### src/rtl/aud_mix_multi.sv
// Time-multiplexed NCH-source stereo mixer: one shared accumulator per side,
// then crossfeed, master attenuation, clamp and dither. Optional clip flags: AUD_MIX_CLIP_DETECT_EN.
module aud_mix_multi #(
    parameter int DW  = 16,
    parameter int NCH = 4
) (
    input  logic              clk,
    input  logic              reset_n,
    input  logic              ce,
    input  logic [NCH*DW-1:0] in_l,
    input  logic [NCH*DW-1:0] in_r,
    input  logic [NCH*4-1:0]  ch_att,
    input  logic [NCH-1:0]    ch_mute,
    input  logic [1:0]        mix,
    input  logic [4:0]        att,
    output logic [DW-1:0]     out_l,
    output logic [DW-1:0]     out_r,
    output logic              out_valid,
    output logic              busy,
    output logic              overrun,
    output logic              clip_l,
    output logic              clip_r
);
    localparam int AW = DW + $clog2(NCH) + 2;
    localparam int KW = $clog2(NCH);

    localparam logic [2:0] IDLE  = 3'd0;
    localparam logic [2:0] SNAP  = 3'd1;
    localparam logic [2:0] ACC   = 3'd2;
    localparam logic [2:0] XMIX  = 3'd3;
    localparam logic [2:0] SCALE = 3'd4;
    localparam logic [2:0] OUT   = 3'd5;

    localparam logic signed [AW-1:0] MAXV = {{(AW-DW+1){1'b0}}, {(DW-1){1'b1}}};
    localparam logic signed [AW-1:0] MINV = {{(AW-DW+1){1'b1}}, {(DW-1){1'b0}}};

    logic [2:0]         state_reg;
    logic [KW-1:0]      k_reg;
    logic signed [AW-1:0] acc_l_reg, acc_r_reg;
    logic [DW-1:0]      prev_l_reg, prev_r_reg;

    logic [NCH*DW-1:0]  in_l_reg, in_r_reg;
    logic [NCH*4-1:0]   ch_att_reg;
    logic [NCH-1:0]     ch_mute_reg;
    logic [1:0]         mix_reg;
    logic [4:0]         att_reg;

    logic [DW-1:0] src_l [NCH];
    logic [DW-1:0] src_r [NCH];
    logic [3:0]    src_att [NCH];

    genvar gi;
    generate
        for (gi = 0; gi < NCH; gi++) begin : g_src
            assign src_l[gi]   = in_l_reg[gi*DW +: DW];
            assign src_r[gi]   = in_r_reg[gi*DW +: DW];
            assign src_att[gi] = ch_att_reg[gi*4 +: 4];
        end
    endgenerate

    assign busy = (state_reg != IDLE);

    // Current source term: sign-extend, arithmetic shift, zero when muted
    logic signed [AW-1:0] ext_l, ext_r, term_l, term_r;
    assign ext_l  = signed'({{(AW-DW){src_l[k_reg][DW-1]}}, src_l[k_reg]});
    assign ext_r  = signed'({{(AW-DW){src_r[k_reg][DW-1]}}, src_r[k_reg]});
    assign term_l = ch_mute_reg[k_reg] ? '0 : (ext_l >>> src_att[k_reg]);
    assign term_r = ch_mute_reg[k_reg] ? '0 : (ext_r >>> src_att[k_reg]);

    logic signed [AW-1:0] x_l, x_r;
    always_comb begin
        x_l = acc_l_reg;
        x_r = acc_r_reg;
        case (mix_reg)
            2'd1: begin
                x_l = acc_l_reg - (acc_l_reg >>> 3) + (acc_r_reg >>> 2);
                x_r = acc_r_reg - (acc_r_reg >>> 3) + (acc_l_reg >>> 2);
            end
            2'd2: begin
                x_l = acc_l_reg - (acc_l_reg >>> 2) + (acc_r_reg >>> 1);
                x_r = acc_r_reg - (acc_r_reg >>> 2) + (acc_l_reg >>> 1);
            end
            2'd3: begin
                x_l = (acc_l_reg >>> 1) + (acc_r_reg >>> 1);
                x_r = x_l;
            end
            default: ;
        endcase
    end

    logic signed [AW-1:0] sc_l, sc_r;
    assign sc_l = att_reg[4] ? '0 : (acc_l_reg >>> att_reg[3:0]);
    assign sc_r = att_reg[4] ? '0 : (acc_r_reg >>> att_reg[3:0]);

    logic sat_hi_l, sat_lo_l, sat_hi_r, sat_lo_r;
    logic [DW-1:0] cl_l, cl_r, nxt_l, nxt_r;
    assign sat_hi_l = (sc_l > MAXV);
    assign sat_lo_l = (sc_l < MINV);
    assign sat_hi_r = (sc_r > MAXV);
    assign sat_lo_r = (sc_r < MINV);
    assign cl_l = sat_hi_l ? MAXV[DW-1:0] : (sat_lo_l ? MINV[DW-1:0] : sc_l[DW-1:0]);
    assign cl_r = sat_hi_r ? MAXV[DW-1:0] : (sat_lo_r ? MINV[DW-1:0] : sc_r[DW-1:0]);

    // Anti-idle toggle: keep a silent output moving so downstream sinks never see DC idle
    assign nxt_l = (cl_l == '0 && prev_l_reg == '0 && (out_l == '0 || out_l == '1)) ? ~out_l : cl_l;
    assign nxt_r = (cl_r == '0 && prev_r_reg == '0 && (out_r == '0 || out_r == '1)) ? ~out_r : cl_r;

    always_ff @(posedge clk) begin
        if (state_reg == SNAP) begin
            in_l_reg    <= in_l;
            in_r_reg    <= in_r;
            ch_att_reg  <= ch_att;
            ch_mute_reg <= ch_mute;
            mix_reg     <= mix;
            att_reg     <= att;
        end
    end

    // Output stage is written on the edge that enters OUT so out_valid is high during OUT
    always_ff @(posedge clk or negedge reset_n) begin
        if (!reset_n) begin
            state_reg  <= IDLE;
            k_reg      <= '0;
            acc_l_reg  <= '0;
            acc_r_reg  <= '0;
            prev_l_reg <= '0;
            prev_r_reg <= '0;
            out_l      <= '0;
            out_r      <= '0;
            out_valid  <= 1'b0;
            overrun    <= 1'b0;
        end else begin
            out_valid <= 1'b0;
            if (ce && state_reg != IDLE)
                overrun <= 1'b1;
            case (state_reg)
                IDLE: if (ce) state_reg <= SNAP;
                SNAP: begin
                    acc_l_reg <= '0;
                    acc_r_reg <= '0;
                    k_reg     <= '0;
                    state_reg <= ACC;
                end
                ACC: begin
                    acc_l_reg <= acc_l_reg + term_l;
                    acc_r_reg <= acc_r_reg + term_r;
                    if (k_reg == KW'(NCH-1))
                        state_reg <= XMIX;
                    else
                        k_reg <= k_reg + 1'b1;
                end
                XMIX: begin
                    acc_l_reg <= x_l;
                    acc_r_reg <= x_r;
                    state_reg <= SCALE;
                end
                SCALE: begin
                    out_l      <= nxt_l;
                    out_r      <= nxt_r;
                    prev_l_reg <= cl_l;
                    prev_r_reg <= cl_r;
                    out_valid  <= 1'b1;
                    state_reg  <= OUT;
                end
                OUT:     state_reg <= IDLE;
                default: state_reg <= IDLE;
            endcase
        end
    end

`ifdef AUD_MIX_CLIP_DETECT_EN
    always_ff @(posedge clk or negedge reset_n) begin
        if (!reset_n) begin
            clip_l <= 1'b0;
            clip_r <= 1'b0;
        end else if (state_reg == SNAP) begin
            clip_l <= 1'b0;
            clip_r <= 1'b0;
        end else if (state_reg == SCALE) begin
            clip_l <= sat_hi_l | sat_lo_l;
            clip_r <= sat_hi_r | sat_lo_r;
        end
    end
`else
    assign clip_l = 1'b0;
    assign clip_r = 1'b0;
`endif
endmodule

### config.mk
export PLATFORM = sky130hd
export DESIGN_NAME = aud_mix_multi
export DESIGN_NICKNAME = d
export VERILOG_FILES = /design/src/rtl/aud_mix_multi.sv
export SDC_FILE = /design/constraint.sdc
export NUM_CORES = 1
export LEC_CHECK = 0
export ABC_AREA = 0
export CAP_MARGIN = 20
export CORE_MARGIN = 10
export CORE_UTILIZATION = 40
export CTS_BUF_LIST = sky130_fd_sc_hd__clkbuf_4 sky130_fd_sc_hd__clkbuf_8 sky130_fd_sc_hd__clkbuf_16
export DETAILED_ROUTE_END_ITERATION = 7
export DONT_BUFFER_PORTS = 1
export PLACE_DENSITY = 0.52
export SYNTH_ARGS = -nofsm -noshare
export SYNTH_HDL_FRONTEND = slang
export SYNTH_SLANG_ARGS = --single-unit
### constraint.sdc
create_clock -name clk -period 5.6 [get_ports clk]
set_input_delay 0.56 -clock clk [delete_from_list [all_inputs] [get_ports clk]]
set_output_delay 0.56 -clock clk [all_outputs]
set_load 0.01 [all_outputs]
* Word level (Yosys, flattened, before mapping) *
Index checks and enable logic that the tools add are counted.

word-level totals
  register bits = 266
  output and inout bits = 37
  logic and storage cells = 106

cells by class
  add/subtract/negate cells = 12
  $lt $le $gt $ge = 6
  eq/ne operators = 14
  shift operators = 4
  multiplexer cells = 31
  bitwise operators = 3
  reduce and logical (&&, ||, !) cells = 20

operators with widths
  cell                                                   number
  case mux 20 bit (3 select lines)                       4
  2-to-1 mux 16 bit                                      10
  logical NOT 16 bit                                     6
  2-to-1 mux 20 bit                                      4
  >>> shifter 20 x 4 -> 20 bit                           4
  binary-select mux 16 bit (select 2 bit)                2
  adder 20 x 18 -> 20 bit                                2
  adder 20 x 19 -> 20 bit                                2
  adder 20 bit                                           2
  > comparator 20 x 16 -> 1 bit (second input constant)  2
  < comparator 20 x 16 -> 1 bit (second input constant)  2
  subtractor 20 x 17 -> 20 bit                           2
  subtractor 20 x 18 -> 20 bit                           2
  == test 16 bit (second input constant)                 2
  NOT 16 bit                                             2
  adder 19 x 19 -> 20 bit                                1
  case mux 3 bit (5 select lines)                        1
  binary-select mux 4 bit (select 2 bit)                 1
  2-to-1 mux 4 bit                                       2
  == test 2 bit (second input constant)                  3
  == test 3 x 2 -> 1 bit (second input constant)         2
  2-to-1 mux 3 bit                                       2
  != test 2 bit (second input constant)                  3
  AND reduction 2 bit                                    3
  17 further kinds                                       24

* Longest topological paths before layout *
Gate-level depths: netlist (run 1).

  word-level depth = 9
  depth in mapped cells = 20
  depth with buffers taken out = 18

* Worst setup path after synthesis (run 1) *
No wires, ideal clock.

  path kind = register to register
  from = register k_reg[0]
  to = register acc_r_reg[18]
  setup time = 0.134 ns
  arrival time = 4.867 ns
  path slack = 0.599 ns
  cell stages (with the launch flop) = 21
  buffers on the path = 3
  period minus slack after synthesis = 5.001 ns
  cells stage by stage = dfrtp_1 -> buf_2 -> buf_2 -> buf_2 -> mux4_2 -> mux2_2 -> mux2i_1 -> nor2_1 -> nor3_1 -> a211oi_1 -> ha_1 -> fa_1 -> a211oi_1 -> o21ai_0 -> a2111oi_0 -> o31ai_1 -> a21oi_1 -> o21ai_0 -> a221oi_1 -> xor2_1 -> o22ai_1

between the ends
  word-level cells in the longest chain between the ends = 8

ends and longest elaborated chain
  what                                                                                                      RTL line  text
  start: declaration                                                                                        38        logic [KW-1:0] k_reg;
  start signal: assignment                                                                                  150       k_reg <= k_reg + 1'b1;
  NOT 2 -> 3 bit (not written as such)                                                                      66, 68
  binary-select mux 16 bit (select 2 bit) / binary-select mux 4 bit (select 2 bit) (equally long branches)  66, 68
  2-to-1 mux 16 bit (not written as such) / 2-to-1 mux 4 bit (equally long branches) (2 in series)          66, 68
  >>> shifter 20 x 4 -> 20 bit                                                                              68        assign term_r = ch_mute_reg[k_reg] ? '0 : (ext_r >>> src_att[k_reg]);
  2-to-1 mux 20 bit (*)                                                                                     68
  adder 20 bit (*)                                                                                          146       acc_r_reg <= acc_r_reg + term_r;
  case mux 20 bit (3 select lines) (*)                                                                      136       case (state_reg)
  end signal: assignment                                                                                    146
  end signal: assignment                                                                                    154       acc_r_reg <= x_r;
  end: declaration                                                                                          39        logic signed [AW-1:0] acc_l_reg, acc_r_reg;

Mark *: on every way between the ends. The rest lies on a longest branch, timed or not. The select of a mux whose other input is x is not followed.
A chain may end at the register's enable or synchronous reset.

* Final worst setup path (run 1) *
Ends and elaborated chain as after synthesis.

==> impl_metrics.ini, run 1 <==
[outcome]
status = complete, no violations

[finish]
multiInputGateArea_um2 = 13500
finalCoreUtilization_pct = 44.0
fillers = 5230
area_growth_pct = 9.27
finalInstanceArea_um2 = 24200
drive_gt1_share_pct = 9.68
seqCellArea_um2 = 7430
nets = 2616
instances_no_fill = 3015

[routing]
ant_nets = 0
via_per_inst = 5.84
drt-total-wl_um = 69700
first_pass_iters = 5
drt_iter0_markers = 1375
vias = 17611
drc = 0
wire_per_inst_um = 23.1

[worst_setup_path]
required_ns = 6.02
crit_arrival_ns = 5.75
r2r_setup_slack_ns = 0.27
cp_max_fo = 33
worstReg2RegEnd = acc_r_reg[18]
r2r_start = k_reg[0]
cp-start-kind = register
end_kind = register
reg2regPathDepth = 18
crit_type = register to register

[synth]
netlist_area_um2 = 22200
synthCells = 2251
synth_seq_cells = 266
yosys-top-cells-area = edfxtp_1, dfrtp_1, ha_1
synth_most_common_cell = inv_1
avgSynthCellArea_um2 = 9.84
yosys.area.top_type_share_pct = 21.0
yosys.area.top_type = edfxtp_1
async_reset_ff_share_pct = 41.7
ys.flop_type = edfxtp_1
synth.cells.most_frequent = inv_1, a21oi_1, nand2_1
seq_area_frac_synth_pct = 33.5
synth-warning-count = 0
yosysUniqueCellTypes = 82
synth_edf_count = 155

[global_route]
grt_usage_pct = 20.6
grt_pass1_vias = 17446
grt_max_degree = 112
overflow = 0
grt_antenna_before_repair = 8
grt_pass1_wl_um = 107000

[cts]
post_cts_buffers = 0
clk_latency_ns = 0.62
htree_levels = 1
clock_sinks = 266
tritoncts = yes
clk_pin_slew_worst_paths_ns = 0.06
ctsLongestPathBuffers = 3
cts_made_buffers = 30
cts-root-buf = clkbuf_16

[job]
maxCapViolCount = 0

[placed_design]
io_buffers = 0
post_dp_cell_area_um2 = 23000
globalplace.congestion = 0.913
dp_hpwl_um = 54200
post-place-cells = 2944

[sta]
final-setup-viol-count = 0
slew_headroom_pct = 33.0
timing.fmax_ghz = 0.188
worst_slew_pin_slew_ns = 1.00
fin_skew_ns = 0.0526
period_share_pct = 95.2
slew_viol_final = 0
finalHoldViolCount = 0
timing.final.crit_period_ns = 5.33

[floorplanning]
row_count = 86
initial_core_util_pct = 40.3
core_area_um2 = 55000
die_h_um = 255
dieWidth_um = 255
ioPinCount = 195
die_area_um2 = 65200

[worst_hold_path]
min_delay_worst_endpoint = in_l_reg[60]
hold_depth = 0
hold_start = in_l[60]
holdCritPathClass = input port to register
[routing by layer]
| metal | global-route usage (%) | routed length, um | up-vias |
|---|---|---|---|
| met5 | 0 | 23 | - |
| met2 | 34.2 | 33100 | 543 |
| li1 | - | - | 8282 |
| met1 | 28.0 | 31300 | 8697 |
| met3 | 3.63 | 3920 | 83 |
| met4 | 3.94 | 1300 | 6 |
[cell usage in the layout (no fill, tap or decap), drive strengths merged, types with 11 or more instances in the layout]
cell type      n
fa            77
dfrtp        111
a21oi        175
o22a          25
o21a          35
or2           11
a31oi         24
a21o          41
mux2          15
clkbuf        37
ha           141
mux2i         61
a22oi         16
inv          234
a221oi        13
mux4          70
nor2         163
nand2b        15
nand4         20
nand2        173
nand3         38
and2          13
o22ai         22
xnor2         56
o21ai        110
buf           42
nor3          26
nor2b         14
and3          22
nor4          20
o21bai        12
or3           16
edfxtp       155
o211ai        16
a211oi        60
dlygate4sd3   11
xor2          46
[critical path, stage by stage (launching register included)]
cell       delay [ns]
dfrtp_2          0.41
buf_12           0.27
mux4_2           0.59
mux2_2           0.30
mux2i_1          0.18
nor2_1           0.06
nor3_1           0.22
a211oi_1         0.08
ha_1             0.23
fa_1             0.47
a211oi_1         0.26
o21ai_0          0.19
a2111oi_1        0.56
o31ai_1          0.24
a21oi_1          0.23
o21ai_0          0.13
a221oi_1         0.39
xor2_1           0.19
o22ai_1          0.09
[repair_timing]
action,CTS,global route
endpoints found under the hold margin,121,0
setup endpoints to repair,0,1
resized for setup,0,1
hold buffers,12,0
[stage by stage]
step	setup slack (ns)	hold WS [ns]	TNS, ns
after CTS	0.303	0.00176	0
after global routing	-0.0758	0.00349	-0.0758
after detailed placement	0.415	0.285	0
final	0.267	0.0369	0
after floorplan	0.599	0.264	0
after global placement	0.396	0.285	0
[how the worst max path moves through the flow]
stage | from | to | slack, ns | cells past startpoint
2_1_floorplan | k_reg[0] | acc_r_reg[18] | 0.60 | 20
3_3_place_gp | k_reg[0] | acc_r_reg[18] | 0.40 | 18
3_5_place_dp | k_reg[0] | acc_r_reg[18] | 0.41 | 18
4_1_cts | k_reg[0] | acc_r_reg[18] | 0.30 | 18
5_1_grt | k_reg[0] | acc_r_reg[18] | -0.08 | 18
6_report | k_reg[0] | acc_r_reg[18] | 0.27 | 18
[cells by family (layout without fill, tap and decap cells)]
logic type / count (synthesis) / count (layout) / share of synthesized area (%)
other: 1 / 6 / 0.0169
DFF: 266 / 266 / 33.5
AOI/OAI and AO/OA: 639 / 639 / 19.1
xor gates and xnor gates: 102 / 102 / 4.03
buffers and inverters: 328 / 339 / 5.82
and+or+nand+nor: 551 / 551 / 11.7
adders and majority gates: 218 / 218 / 14.9
muxes: 146 / 146 / 10.8
[area by class of cell]
type                       count  share of cell area, %
inverter                     231                   3.60
timing repair buffer          53                   1.94
multi-input combinational   1658                   55.6
clock inverter                18                  0.863
antenna                        4                 0.0413
sequential                   266                   30.7
tap                          748                   3.87
clock buffer                  37                   3.40
Power of run 1 is left out: the tool's default activity adds up to more than one toggle a clock period on the data nets, which glitch-free logic cannot reach.
==> run 2: changes to the inputs <==
--- a/config.mk
+++ b/config.mk
@@ -12,7 +12,6 @@
 export CTS_BUF_LIST = sky130_fd_sc_hd__clkbuf_4 sky130_fd_sc_hd__clkbuf_8 sky130_fd_sc_hd__clkbuf_16
 export DETAILED_ROUTE_END_ITERATION = 7
 export DONT_BUFFER_PORTS = 1
-export PLACE_DENSITY = 0.52
 export SYNTH_ARGS = -nofsm -noshare
 export SYNTH_HDL_FRONTEND = slang
 export SYNTH_SLANG_ARGS = --single-unit
==> run 2 against run 1 <==
- non-clock buffer count fell by 14
- worst hold slack improved by 0.0060 ns
- fmax rose by 1.8%
- core utilization fell by 0.32 points
- first-iteration DRC count rose by 12%
- clock skew fell by 0.0093 ns
- design area fell by 0.72%
- critical path depth did not move
- critical path type unchanged
==> impl_metrics.ini, run 2 (synthesis results as in run 1) <==
[worst_setup_path]
r2r_setup_slack_ns = 0.36
startpoint = k_reg[0]
crit_type = register to register
r2r_start = k_reg[0]
cp-start-kind = register
crit_end = acc_r_reg[18]
reg2regPathDepth = 18
crit_arrival_ns = 5.66
cp_max_fo = 42
worstReg2RegEnd = acc_r_reg[18]
required_ns = 6.02
end_kind = register

[cts]
cts_made_buffers = 30
tritoncts = yes
htree_levels = 1
post_cts_buffers = 0
ctsLongestPathBuffers = 3
cts-root-buf = clkbuf_16
clock_sinks = 266
clk_pin_slew_worst_paths_ns = 0.07
clk_latency_ns = 0.61

[global_route]
overflow = 0
grt_max_degree = 116
grt_pass1_wl_um = 107000
grt_usage_pct = 20.5
grt_pass1_vias = 17564
grt_antenna_before_repair = 11

[routing]
via_per_inst = 5.94
drc = 0
first_pass_iters = 5
drt_iter0_markers = 1534
wire_per_inst_um = 23.1
vias = 17811
drt-total-wl_um = 69400
ant_nets = 0

[floorplanning]
core_area_um2 = 55000
dieWidth_um = 255
die_h_um = 255
initial_core_util_pct = 40.3
ioPinCount = 195
row_count = 86
die_area_um2 = 65200

[job]
maxCapViolCount = 0

[placed_design]
io_buffers = 0
globalplace.congestion = 0.933
dp_hpwl_um = 53900

[sta]
timing.fmax_ghz = 0.191
slew_headroom_pct = 29.1
rsz0062_at_grt = no
worst_slew_pin_slew_ns = 1.06
period_share_pct = 93.6
timing.final.crit_period_ns = 5.24
slew_viol_final = 0
finalHoldViolCount = 0
tns_ns = 0
fin_skew_ns = 0.0433
final-setup-viol-count = 0

[finish]
area_growth_pct = 8.48
drive_gt1_share_pct = 9.43
most-common-layout-cells = inv_1, nand2_1, a21oi_1
nets = 2602
layout_commonest_cell = inv_1

[outcome]
status = complete, no violations

[worst_hold_path]
holdCritPathClass = input port to register
-- run 2: layout make-up --
type	instances	area [um2]
antenna	4	10.0
inverter	231	872
sequential	266	7430
multi-input combinational	1658	13500
clock inverter	19	185
tap	748	936
fill	5254	30900
clock buffer	35	795
timing repair buffer	39	344
-- run 2: critical path: stages, from the launching register on --
cell and delay (ns):
dfrtp_2 0.39, buf_12 0.30, mux4_2 0.59, mux2_2 0.30, mux2i_1 0.21, nor2_1 0.06
nor3_1 0.21, a211oi_1 0.08, ha_1 0.23, fa_1 0.46, a211oi_1 0.27, o21ai_0 0.16
a2111oi_1 0.47, o31ai_1 0.23, a21oi_1 0.24, o21ai_0 0.12, a221oi_1 0.40, xor2_1 0.19
o22ai_1 0.09
-- run 2: how the worst min path moves through the flow --
| stage | slack (ns) | end | startpoint | depth (start not counted) |
|---|---|---|---|---|
| after floorplan | 0.26 | acc_l_reg[0] | reset_n | 0 |
| final | 0.04 | in_r_reg[18] | in_r[18] | 0 |
| after detailed placement | 0.27 | out_l[8] | reset_n | 0 |
| after CTS | 0.02 | in_r_reg[18] | in_r[18] | 0 |
| after global placement | 0.27 | out_l[8] | reset_n | 0 |
| after global routing | 0.02 | in_r_reg[18] | in_r[18] | 0 |
-- run 2: through the flow --
stage	setup WS, ns	hold slack (ns)	std cells	area (um2)	util, %
after floorplan	0.599	0.264	2252	22200	-
after global placement	0.366	0.268	2938	23000	41.8
after global routing	0.0272	0.0181	2998	24000	43.7
after detailed placement	0.383	0.267	2938	23000	41.8
final	0.361	0.0429	3000	24000	43.7
after CTS	0.311	0.0159	2994	24000	43.7
-- run 2: metal layers --
metal	vias to the layer above	wire [um]	GRT usage [%]
met4	12	1910	5.36
li1	8264	-	-
met3	106	5660	4.54
met5	-	68	0
met1	8756	29600	27.2
met2	673	32100	33.3
-- run 2: timing repair --
item / 4_1_cts / 5_1_grt
hold buffers: 2 / 0
setup endpoints to repair: 0 / 1
hold endpoints to repair: 111 / 0
resized for setup: 0 / 1
Power of run 2 is left out for the same reason.
